### src/rtl/cpu_exec_ctrl.sv
// cpu_exec_ctrl: debounced run/step buttons and CPU halt request turned into a CPU clock enable and sequenced CPU reset.
// Define CYCLE_CNT_EN to add the saturating cycle_cnt output counting issued cpu_ce pulses.
module cpu_exec_ctrl #(
   parameter int DIV_RATIO = 12000000,
   parameter int DB_CYCLES = 240000,
   parameter int RST_HOLD  = 4,
   parameter int CNT_W     = 32
) (
   input  logic             clk,
   input  logic             rst_n,
   input  logic             btn_run_n,
   input  logic             btn_step_n,
   input  logic             halt_req,
   output logic             cpu_ce,
   output logic             cpu_rst_n,
   output logic [1:0]       state
`ifdef CYCLE_CNT_EN
   ,
   output logic [CNT_W-1:0] cycle_cnt
`endif
);

   localparam int DIV_W = $clog2(DIV_RATIO);
   localparam int DB_W  = $clog2(DB_CYCLES);
   localparam logic [DIV_W-1:0] DIV_LAST = DIV_W'(DIV_RATIO - 1);
   localparam logic [DB_W-1:0]  DB_LAST  = DB_W'(DB_CYCLES - 1);
   localparam logic [3:0]       RST_LAST = 4'(RST_HOLD - 1);

   typedef enum logic [1:0] {
      ST_RESET = 2'b00,
      ST_HALT  = 2'b01,
      ST_RUN   = 2'b10,
      ST_STEP  = 2'b11
   } state_t;

   logic [1:0]           raw;
   logic [1:0]           sync_a;
   logic [1:0]           sync_b;
   logic [1:0]           level;
   logic [1:0]           press;
   logic [1:0][DB_W-1:0] db_cnt;
   logic                 run_p;
   logic                 step_p;

   state_t               cur_state;
   state_t               next_state;
   logic [DIV_W-1:0]     div;
   logic [DIV_W-1:0]     div_next;
   logic [3:0]           hold;
   logic [3:0]           hold_next;
   logic                 ce_next;

   // Bit 0 carries the run button, bit 1 the step button.
   assign raw    = {btn_step_n, btn_run_n};
   assign run_p  = press[0];
   assign step_p = press[1];
   assign state  = cur_state;

   always_ff @(posedge clk or negedge rst_n) begin
      if (!rst_n) begin
         sync_a <= 2'b11;
         sync_b <= 2'b11;
         level  <= 2'b11;
         press  <= 2'b00;
         db_cnt <= '0;
      end else begin
         sync_a <= raw;
         sync_b <= sync_a;
         press  <= 2'b00;
         for (int i = 0; i < 2; i++) begin
            if (sync_b[i] == level[i]) begin
               db_cnt[i] <= '0;
            end else if (db_cnt[i] == DB_LAST) begin
               db_cnt[i] <= '0;
               level[i]  <= sync_b[i];
               press[i]  <= ~sync_b[i];
            end else begin
               db_cnt[i] <= db_cnt[i] + 1'b1;
            end
         end
      end
   end

   always_ff @(posedge clk or negedge rst_n) begin
      if (!rst_n) begin
         cur_state <= ST_RESET;
         div       <= '0;
         hold      <= '0;
         cpu_ce    <= 1'b0;
         cpu_rst_n <= 1'b0;
      end else begin
         cur_state <= next_state;
         div       <= div_next;
         hold      <= hold_next;
         cpu_ce    <= ce_next;
         cpu_rst_n <= (next_state != ST_RESET);
      end
   end

   // Divider sits at zero outside RUN, so entering RUN always starts a full period.
   always_comb begin
      next_state = cur_state;
      div_next   = '0;
      hold_next  = '0;
      ce_next    = 1'b0;
      case (cur_state)
         ST_RESET: begin
            if (hold == RST_LAST) begin
               next_state = ST_HALT;
            end else begin
               hold_next = hold + 1'b1;
            end
         end
         ST_HALT: begin
            if (run_p) begin
               next_state = ST_RUN;
            end else if (step_p) begin
               next_state = ST_STEP;
               ce_next    = 1'b1;
            end
         end
         ST_RUN: begin
            if (halt_req || run_p) begin
               next_state = ST_HALT;
            end else if (div == DIV_LAST) begin
               ce_next = 1'b1;
            end else begin
               div_next = div + 1'b1;
            end
         end
         default: begin
            next_state = ST_HALT;
         end
      endcase
   end

`ifdef CYCLE_CNT_EN
   always_ff @(posedge clk or negedge rst_n) begin
      if (!rst_n) begin
         cycle_cnt <= '0;
      end else if (cpu_ce && (cycle_cnt != '1)) begin
         cycle_cnt <= cycle_cnt + 1'b1;
      end
   end
`endif

endmodule
### config.mk
export PLATFORM = sky130hd
export DESIGN_NAME = cpu_exec_ctrl
export DESIGN_NICKNAME = d
export VERILOG_FILES = /design/src/rtl/cpu_exec_ctrl.sv
export SDC_FILE = /design/constraint.sdc
export NUM_CORES = 1
export LEC_CHECK = 0
export ABC_AREA = 1
export CAP_MARGIN = 20
export CORE_MARGIN = 4
export CORE_UTILIZATION = 49
export CTS_CLUSTER_SIZE = 8
export DETAILED_ROUTE_END_ITERATION = 10
export PLACE_DENSITY_LB_ADDON = 0.1
export SYNTH_ARGS = -nofsm -noshare
export SYNTH_HDL_FRONTEND = slang
export SYNTH_SLANG_ARGS = --single-unit
### constraint.sdc
create_clock -name clk -period 1.75 [get_ports clk]
set_clock_uncertainty 0.15 [all_clocks]
set_input_delay 0.2625 -clock clk [delete_from_list [all_inputs] [get_ports clk]]
set_output_delay 0.2625 -clock clk [all_outputs]
set_load 0.02 [all_outputs]
* Word level (Yosys, flattened, before mapping)
Cells that the tools add are included.
Word-level totals: bits in registers 76, input port bits 5, output and inout port bits 4, logic and storage cells 56
Operators by class: $add $sub $neg 4, equality and inequality tests 8, muxes and demuxes 23, bitwise gates (word level) 4, reductions and logical operators 5
Operators with widths (count):
- 18-bit 2-to-1 mux | 4
- 24-bit 2-to-1 mux | 3
- 18-bit by 1-bit adder with 18-bit output, second input constant | 2
- 18-bit equality test, second input constant | 2
- 24-bit by 1-bit adder with 24-bit output, second input constant | 1
- 24-bit equality test, second input constant | 1
- 1-bit 2-to-1 mux | 8
- 2-bit 2-to-1 mux | 4
- 4-bit 2-to-1 mux | 2
- 2-bit one-hot mux with 3 select lines | 1
- 4-bit by 1-bit adder with 4-bit output, second input constant | 1
- 4-bit by 2-bit equality test with 1-bit output, second input constant | 1
- 1-bit inverter | 4
- 2-bit AND reduction | 2
- 1-bit equality test | 2
- 2-bit by 1-bit equality test with 1-bit output, second input constant | 1
- 2-bit equality test, second input constant | 1
- 2-bit zero test | 1
- 1-bit one-hot mux with 2 select lines | 1
- 2-bit nonzero test | 1
- 1-bit logical OR | 1

* Depth between registers and ports, before layout
Gate-level depths: netlist of the first run.
word-level depth 4, gate-level depth with buffers 10, depth with buffers taken out 10

* Worst setup path after synthesis of the first run
OpenSTA, ideal clock, no wires.
path kind flip-flop to flip-flop, start point reg cur_state[0] (netlist: state[0]), end point reg div[4], library setup time 0.121 ns, data arrival time 1.430 ns, data required time 1.479 ns, path slack 0.049 ns, cell stages (with the launch flop) 8, path buffers 1, clock period less this slack 1.701 ns, cell sequence dfrtp_1 > inv_1 > ha_1 > nand2_1 > clkinv_1 > nand2_4 > buf_12 > nor2_2
On the way: longest elaborated chain between the ends 2
Ends and longest elaborated chain:
- start, declared | RTL line 45 | state_t cur_state;
- start signal, assigned | RTL line 92 | cur_state <= next_state;
- 2-bit equality test | RTL line 106 | case (cur_state)
- 24-bit 2-to-1 mux | RTL line 106
- named net div_next[4] | RTL line 48 | logic [DIV_W-1:0] div_next;
- end signal, assigned | RTL line 93 | div <= div_next;
- end, declared | RTL line 47 | logic [DIV_W-1:0] div;
The timed path passes the listed nets, and every way through them passes these cells. A chain may end at the register's enable or synchronous reset.

* Worst setup path after layout of the first run
start point reg cpu_rst_n, end point out cpu_rst_n
RTL lines:
- start, declared | RTL line 15 | output logic cpu_rst_n,
- start signal, assigned | RTL line 96 | cpu_rst_n <= (next_state != ST_RESET);
No word-level cell between the ends.

==> results of run 1 <==
metrics by stage:
stage,worst slack (ns),hold slack (ns),area (um2)
after floorplan,0.0493,-0.183,4060
after global placement,0.102,0.0625,4340
after detailed placement,0.0658,0.0648,4340
after CTS,0.0397,0.165,4570
after global routing,-0.0276,0.163,4640
final,0.0799,0.181,4640
logic make-up after synthesis:
| group | synth area share [%] |
|---|---|
| AO/OA/AOI/OAI | 3.51 |
| XOR/XNOR | 7.11 |
| adder cells (fa/ha/maj) | 2.46 |
| buffers and inverters | 7.33 |
| flip-flops | 47.0 |
| AND/OR/NAND/NOR | 32.6 |
cell type report:
| class | count | share of cell area, % |
|---|---|---|
| multi-input combinational | 366 | 41.6 |
| clock buffer | 12 | 3.13 |
| sequential | 76 | 41.2 |
| timing repair buffer | 21 | 4.05 |
| inverter | 71 | 5.75 |
| tap | 102 | 2.75 |
| clock inverter | 4 | 1.59 |
what timing repair did:
action | CTS | global route
setup buffers | 0 | 0
setup endpoints to repair | 2 | 41
endpoints found under the hold margin | 25 | 0
pin swaps | 0 | 1
cloned | 0 | 0
hold buffers | 1 | 0
resized for setup | 2 | 19
routing by layer:
| layer | share of wire, % | GRT usage (%) | vias up | wire [um] |
|---|---|---|---|---|
| li1 | - | - | 1664 | - |
| met1 | 49 | 25.9 | 1508 | 4050 |
| met2 | 45 | 27.3 | 61 | 3740 |
| met3 | 3.3 | 2.41 | 17 | 268 |
| met4 | 2.1 | 7.35 | 0 | 176 |
| met5 | 0 | 0 | - | 0 |
flip-flops by register name (all words and copies together) (netlist names):
name       flops
hold           4
cpu_rst_n      1
sync_a         2
sync_b         2
div           24
state          2
level          2
press          2
db_cnt        36
cpu_ce         1
where the power goes:
group | switching (mW) | internal, mW
Combinational | 0.0652 | 0.0339
Sequential | 0.0102 | 1.77
Clock | 0.636 | 0.844
placed cells by master (no fill, tap or decap), drive strengths merged:
cell type,count
a211oi,1
a21oi,18
buf,13
bufinv,2
clkbuf,12
clkdlybuf4s50,5
clkinv,3
dfrtp,70
dfstp,6
dlygate4sd2,2
dlygate4sd3,1
ha,8
inv,70
nand2,107
nand3,40
nand4,8
nor2,116
nor3,23
nor3b,1
nor4,2
o21ai,9
xnor2,10
xor2,23
how the worst max path moves through the flow:
stage | from | end | slack (ns) | cells past startpoint
floorplan | state[0] | div[4] | 0.05 | 7
global placement | div[0] | div[11] | 0.10 | 8
detailed placement | div[0] | div[22] | 0.07 | 8
CTS | div[0] | div[22] | 0.04 | 8
global route | db_cnt[18] | level[1] | -0.03 | 8
finish | cpu_rst_n | cpu_rst_n | 0.08 | 1
==> qor.csv, run 1 <==
stage,metric,value,unit
final_layout,FILL cells,707,
clocking,Root Buffer,clkbuf_8,
worst_setup_path,Worst Setup End Kind,output pin,
synth,Mapped Area,4060,um2
synth,"FFs w/ async S/R, synth",100,%
floorplanning,Core ar.,7890,um2
synth,Cells after Synth,515,
worst_setup_path,buffers plus inverters on the worst setup path,1,
synth,Ys Warns,0,
hold_path,Hold Path Cell Cnt,1,
detailed_routing,drt pass-1 iters,4,
hold_path,Hold Crit Start,btn_step_n,
sta,Final Cycle Share,95.4,%
worst_setup_path,critical path class,register to output pin,
final_layout,layout cell share with drive strength beyond 1,14.0,%
sta,Final Hold Fails,0,
final_layout,"Core Util, Final",58.8,%
pwr,Pleak,1.99,nW
clocking,Clock Sinks,76,
final_layout,final net count,558,
pwr,Total Power,3.36,mW
detailed_routing,final WL,8240,um
sta,fmax,599,MHz
floorplanning,# rows,32,
synth,top post-synthesis cells by area,"dfrtp_1 43%, nand2_1 9.4%, nor2_1 9.1%",
sta,Worst Tran Pin Value,0.366,ns
sta,setup violators final,0,
synth,syn_nets,528,
synth,register area share after synthesis,47.0,%
grt,vias in the first global route,3200,
detailed_routing,vias,3250,
worst_setup_path,R2R depth,7,
hold_path,"Endpoint, Worst Hold",sync_a[1],
grt,largest net degree at the start of global routing,33,
synth,synth cell count leaders,"102 x nand2_1, 98 x nor2_1, 70 x dfrtp_1, 69 x inv_1, 38 x nand3_1",
clocking,# H-tree levels,3,
detailed_routing,Post-DRT Antenna Nets,0,
synth,"EDFF count, synth",0,
final_layout,Inserted Diodes,0,
detailed_routing,Wirelength per Cell,12.6,um
synth,"count leader, synth",nand2_1,
detailed_routing,routed vias/inst,4.98,
worst_setup_path,Max stage delay on crit path,0.59,ns
worst_setup_path,crit-path cells,clkdlybuf4s50_1,
clocking,Clock Path Buffers,2,
floorplanning,Die Ht,99.1,um
place,Post-DP HPWL,6070,um
final_layout,Multi-input gate area,1930,um2
clocking,Worst-path clk slew,0.08,ns
floorplanning,die area,9810,um2
flow_run,max-capacitance violation count,0,
floorplanning,Initial Util,51.5,%
worst_setup_path,CP max-delay cell,clkdlybuf4s50_1,
pwr,Peak VDD IR,518,uV
synth,share of Yosys cell area claimed by the top area cell type,43.1,%
detailed_routing,DRC,0,
synth,Synth Register Bits,76,
grt,GRT Total Usage,18.0,%
hold_path,Worst Hold Class,primary input to register,
sta,Final Critical Period,1.67,ns
synth,"Distinct cells, synth",28,
sta,RSZ-0062 raised after global routing,yes,
final_layout,Reg area,1910,um2
worst_setup_path,"setup slack, reg-to-reg",0.11,ns
grt,GR Overflow Total,0,
final_layout,Area Growth Syn to Fin,14.2,%
detailed_routing,Iter 0 DRT Violations,135,
run_status,status,completed,
place,routability cong.,0.899,
floorplanning,I/O pin total,9,
worst_setup_path,CP top delay family,buffers and inverters,
sta,Rel. slew slack,75.4,%
place,count of placed standard cells including taps,635,
synth,most common flop cell mapped by yosys,dfrtp_1,
pwr,PwrDens,725,nW/um2
sta,Slew Limit Fails,0,
final_layout,Final Instance Count excl. Fillers,652,
worst_setup_path,CP Max Fanout,1,
grt,first-pass GRT wire length,14400,um
synth,Mean Syn Cell Area,7.89,um2
worst_setup_path,Critical R2R Launch,state[0],
synth,Synth area leader,dfrtp_1,
worst_setup_path,crit start category,register,
sta,setup TNS,0,ns
worst_setup_path,worst path arrival time,1.26,ns
worst_setup_path,RR Endpoint,div[17],
worst_setup_path,Required @ worst endpoint,1.34,ns
floorplanning,DIE WIDTH,99.1,um
clocking,CTS tree,built,
place,Port Buffers,8,
clocking,"Clk Latency, worst-skew pair",0.34,ns
clocking,cts bufs inserted,9,
grt,initial antenna violation count,0,
No activity file was read; power rests on OpenSTA's default activity.
==> run 2, diff against run 1 <==
--- a/config.mk
+++ b/config.mk
@@ -9,9 +9,9 @@
 export CAP_MARGIN = 20
 export CORE_MARGIN = 4
 export CORE_UTILIZATION = 49
-export CTS_CLUSTER_SIZE = 8
 export DETAILED_ROUTE_END_ITERATION = 10
 export PLACE_DENSITY_LB_ADDON = 0.1
+export SLEW_MARGIN = 10
 export SYNTH_ARGS = -nofsm -noshare
 export SYNTH_HDL_FRONTEND = slang
 export SYNTH_SLANG_ARGS = --single-unit
==> results of run 2 <==
The final DEF is identical to that of run 1; final timing and power are the same.
==> run 3, diff against run 2 <==
--- a/config.mk
+++ b/config.mk
@@ -6,10 +6,10 @@
 export NUM_CORES = 1
 export LEC_CHECK = 0
 export ABC_AREA = 1
-export CAP_MARGIN = 20
 export CORE_MARGIN = 4
 export CORE_UTILIZATION = 49
 export DETAILED_ROUTE_END_ITERATION = 10
+export MAX_ROUTING_LAYER = met4
 export PLACE_DENSITY_LB_ADDON = 0.1
 export SLEW_MARGIN = 10
 export SYNTH_ARGS = -nofsm -noshare
==> qor.csv, run 3 (synthesis gave the netlist of run 1 again) <==
stage,metric,value,unit
hold_path,Hold Path Cell Cnt,1,
final_layout,most frequent cells in the layout,"101 x nand2_1, 96 x nor2_1, 70 x dfrtp_1",
worst_setup_path,Required @ worst endpoint,1.34,ns
sta,Worst Tran Pin Value,0.422,ns
grt,GR Overflow Total,0,
place,count of placed standard cells including taps,636,
clocking,Root Buffer,clkbuf_8,
sta,Rel. slew slack,71.9,%
floorplanning,I/O pin total,9,
worst_setup_path,CP Max Fanout,1,
clocking,cts bufs inserted,9,
final_layout,Area Growth Syn to Fin,13.9,%
worst_setup_path,buffers plus inverters on the worst setup path,1,
sta,fmax,596,MHz
grt,largest net degree at the start of global routing,33,
detailed_routing,drt pass-1 iters,4,
pwr,Total Power,3.44,mW
hold_path,Worst Hold Class,primary input to register,
worst_setup_path,CP Depth,1,
floorplanning,Die Ht,99.1,um
pwr,Logic pwr share,2.9,%
pwr,Peak VDD IR,459,uV
pwr,Reg power frac,51.9,%
place,Port Buffers,8,
sta,RSZ-0062 raised after global routing,no,
detailed_routing,final WL,8160,um
worst_setup_path,R2R depth,9,
final_layout,Largest regs,"db_cnt: 36 flops, div: 24 flops, hold: 4 flops",
grt,GRT Total Usage,17.9,%
grt,initial antenna violation count,0,
grt,first-pass GRT wire length,14000,um
place,routability cong.,0.895,
pwr,PwrDens,744,nW/um2
floorplanning,Initial Util,51.5,%
floorplanning,DIE WIDTH,99.1,um
pwr,Psw,748,uW
sta,Final Cycle Share,95.9,%
grt,vias in the first global route,3177,
worst_setup_path,worst path arrival time,1.27,ns
sta,setup TNS,0,ns
final_layout,layout cell share with drive strength beyond 1,12.7,%
final_layout,Inserted Diodes,0,
flow_run,max-capacitance violation count,0,
final_layout,cell area after layout,4630,um2
worst_setup_path,crit-path cells,clkdlybuf4s50_1,
sta,Slew Limit Fails,0,
final_layout,"Most flops, register",db_cnt,
clocking,Post CTS Setup Buffer Count,0,
sta,Final Hold Fails,0,
run_status,status,completed,
pwr,Clock power frac,45.2,%
clocking,Worst-path clk slew,0.09,ns
detailed_routing,DRC,0,
worst_setup_path,CP max-delay cell,clkdlybuf4s50_1,
place,Post-DP HPWL,5950,um
pwr,Pleak,2.00,nW
clocking,CTS tree,built,
detailed_routing,vias,3259,
detailed_routing,Post-DRT Antenna Nets,0,
worst_setup_path,crit start category,register,
place,dpl cell area,4350,um2
worst_setup_path,"setup slack, reg-to-reg",0.11,ns
worst_setup_path,CP top delay family,buffers and inverters,
detailed_routing,routed vias/inst,4.99,
final_layout,Final Instance Count excl. Fillers,653,
final_layout,"commonest non-fill, non-tap cell in the layout",nand2_1,
final_layout,final net count,559,
floorplanning,# rows,32,
detailed_routing,Iter 0 DRT Violations,129,
worst_setup_path,Worst Setup End Kind,output pin,
floorplanning,Core ar.,7890,um2
worst_setup_path,Max stage delay on crit path,0.59,ns
pwr,Sw Share,21.7,%
clocking,Clock Path Buffers,2,
clocking,# H-tree levels,3,
final_layout,max FFs per register,36,
clocking,"Clk Latency, worst-skew pair",0.35,ns
detailed_routing,Wirelength per Cell,12.5,um
sta,final hold slack,0.173,ns
sta,setup violators final,0,
floorplanning,die area,9810,um2
sta,Final Critical Period,1.68,ns
pwr,P_int,2.69,mW
clocking,Clock Sinks,76,
worst_setup_path,critical path class,register to output pin,
[run 3: changes by cell type in the layout (fill, tap and decap cells not counted), sizes merged]
cell | before | now
clkinv | 3 | 2
clkinvlp | 0 | 2
clkbuf | 12 | 11
buf | 13 | 14
[run 3: final timing paths]
check,startpoint,endpoint
max,cpu_rst_n,cpu_rst_n
min reg2reg,sync_a[1],sync_b[1]
min,btn_run_n,sync_a[0]
max reg2reg,db_cnt[0],db_cnt[12]
max in group asynchronous,rst_n,sync_b[1]
min in group asynchronous,rst_n,hold[0]
[run 3: final cells by class]
| cell class | instances | area [um2] |
|---|---|---|
| inverter | 71 | 267 |
| timing repair buffer | 22 | 195 |
| clock buffer | 11 | 151 |
| fill | 722 | 3260 |
| clock inverter | 5 | 83.8 |
| sequential | 76 | 1910 |
| tap | 102 | 128 |
| multi-input combinational | 366 | 1890 |
[run 3: repair_timing]
item                                    in CTS  in global routing
hold endpoints to repair                    24                  0
endpoints found under the setup margin       2                 26
hold buffers                                 1                  0
gates cloned                                 0                  0
gates resized for setup                      2                  9
[run 3: power groups by stage]
| stage | registers [mW] | logic (mW) | clock network [mW] |
|---|---|---|---|
| 4_1_cts | 1.78 | 0.103 | 1.58 |
| 3_5_place_dp | 1.82 | 0.101 | 0 |
| 2_1_floorplan | 1.82 | 0.0329 | 0 |
| 6_report | 1.78 | 0.101 | 1.55 |
| 3_3_place_gp | 1.82 | 0.100 | 0 |
| 5_1_grt | 1.79 | 0.115 | 1.67 |
[run 3: metal layers]
layer / share of wire, % / vias to the layer above / wire, um / GRT usage (%)
met1: 49 / 1528 / 4010 / 23.9
met2: 48 / 45 / 3890 / 28.3
met5: 0 / - / 0 / -
li1: - / 1680 / - / -
met3: 2.7 / 6 / 217 / 2.62
met4: 0.58 / 0 / 47 / 5.78
[run 3: metrics by stage]
| stage | utilization [%] | setup slack (ns) |
|---|---|---|
| 2_1_floorplan | - | 0.0493 |
| 3_3_place_gp | 55.1 | 0.105 |
| 3_5_place_dp | 55.1 | 0.0651 |
| 4_1_cts | 58.2 | 0.0550 |
| 5_1_grt | 58.6 | 0.00325 |
| 6_report | 58.6 | 0.0725 |
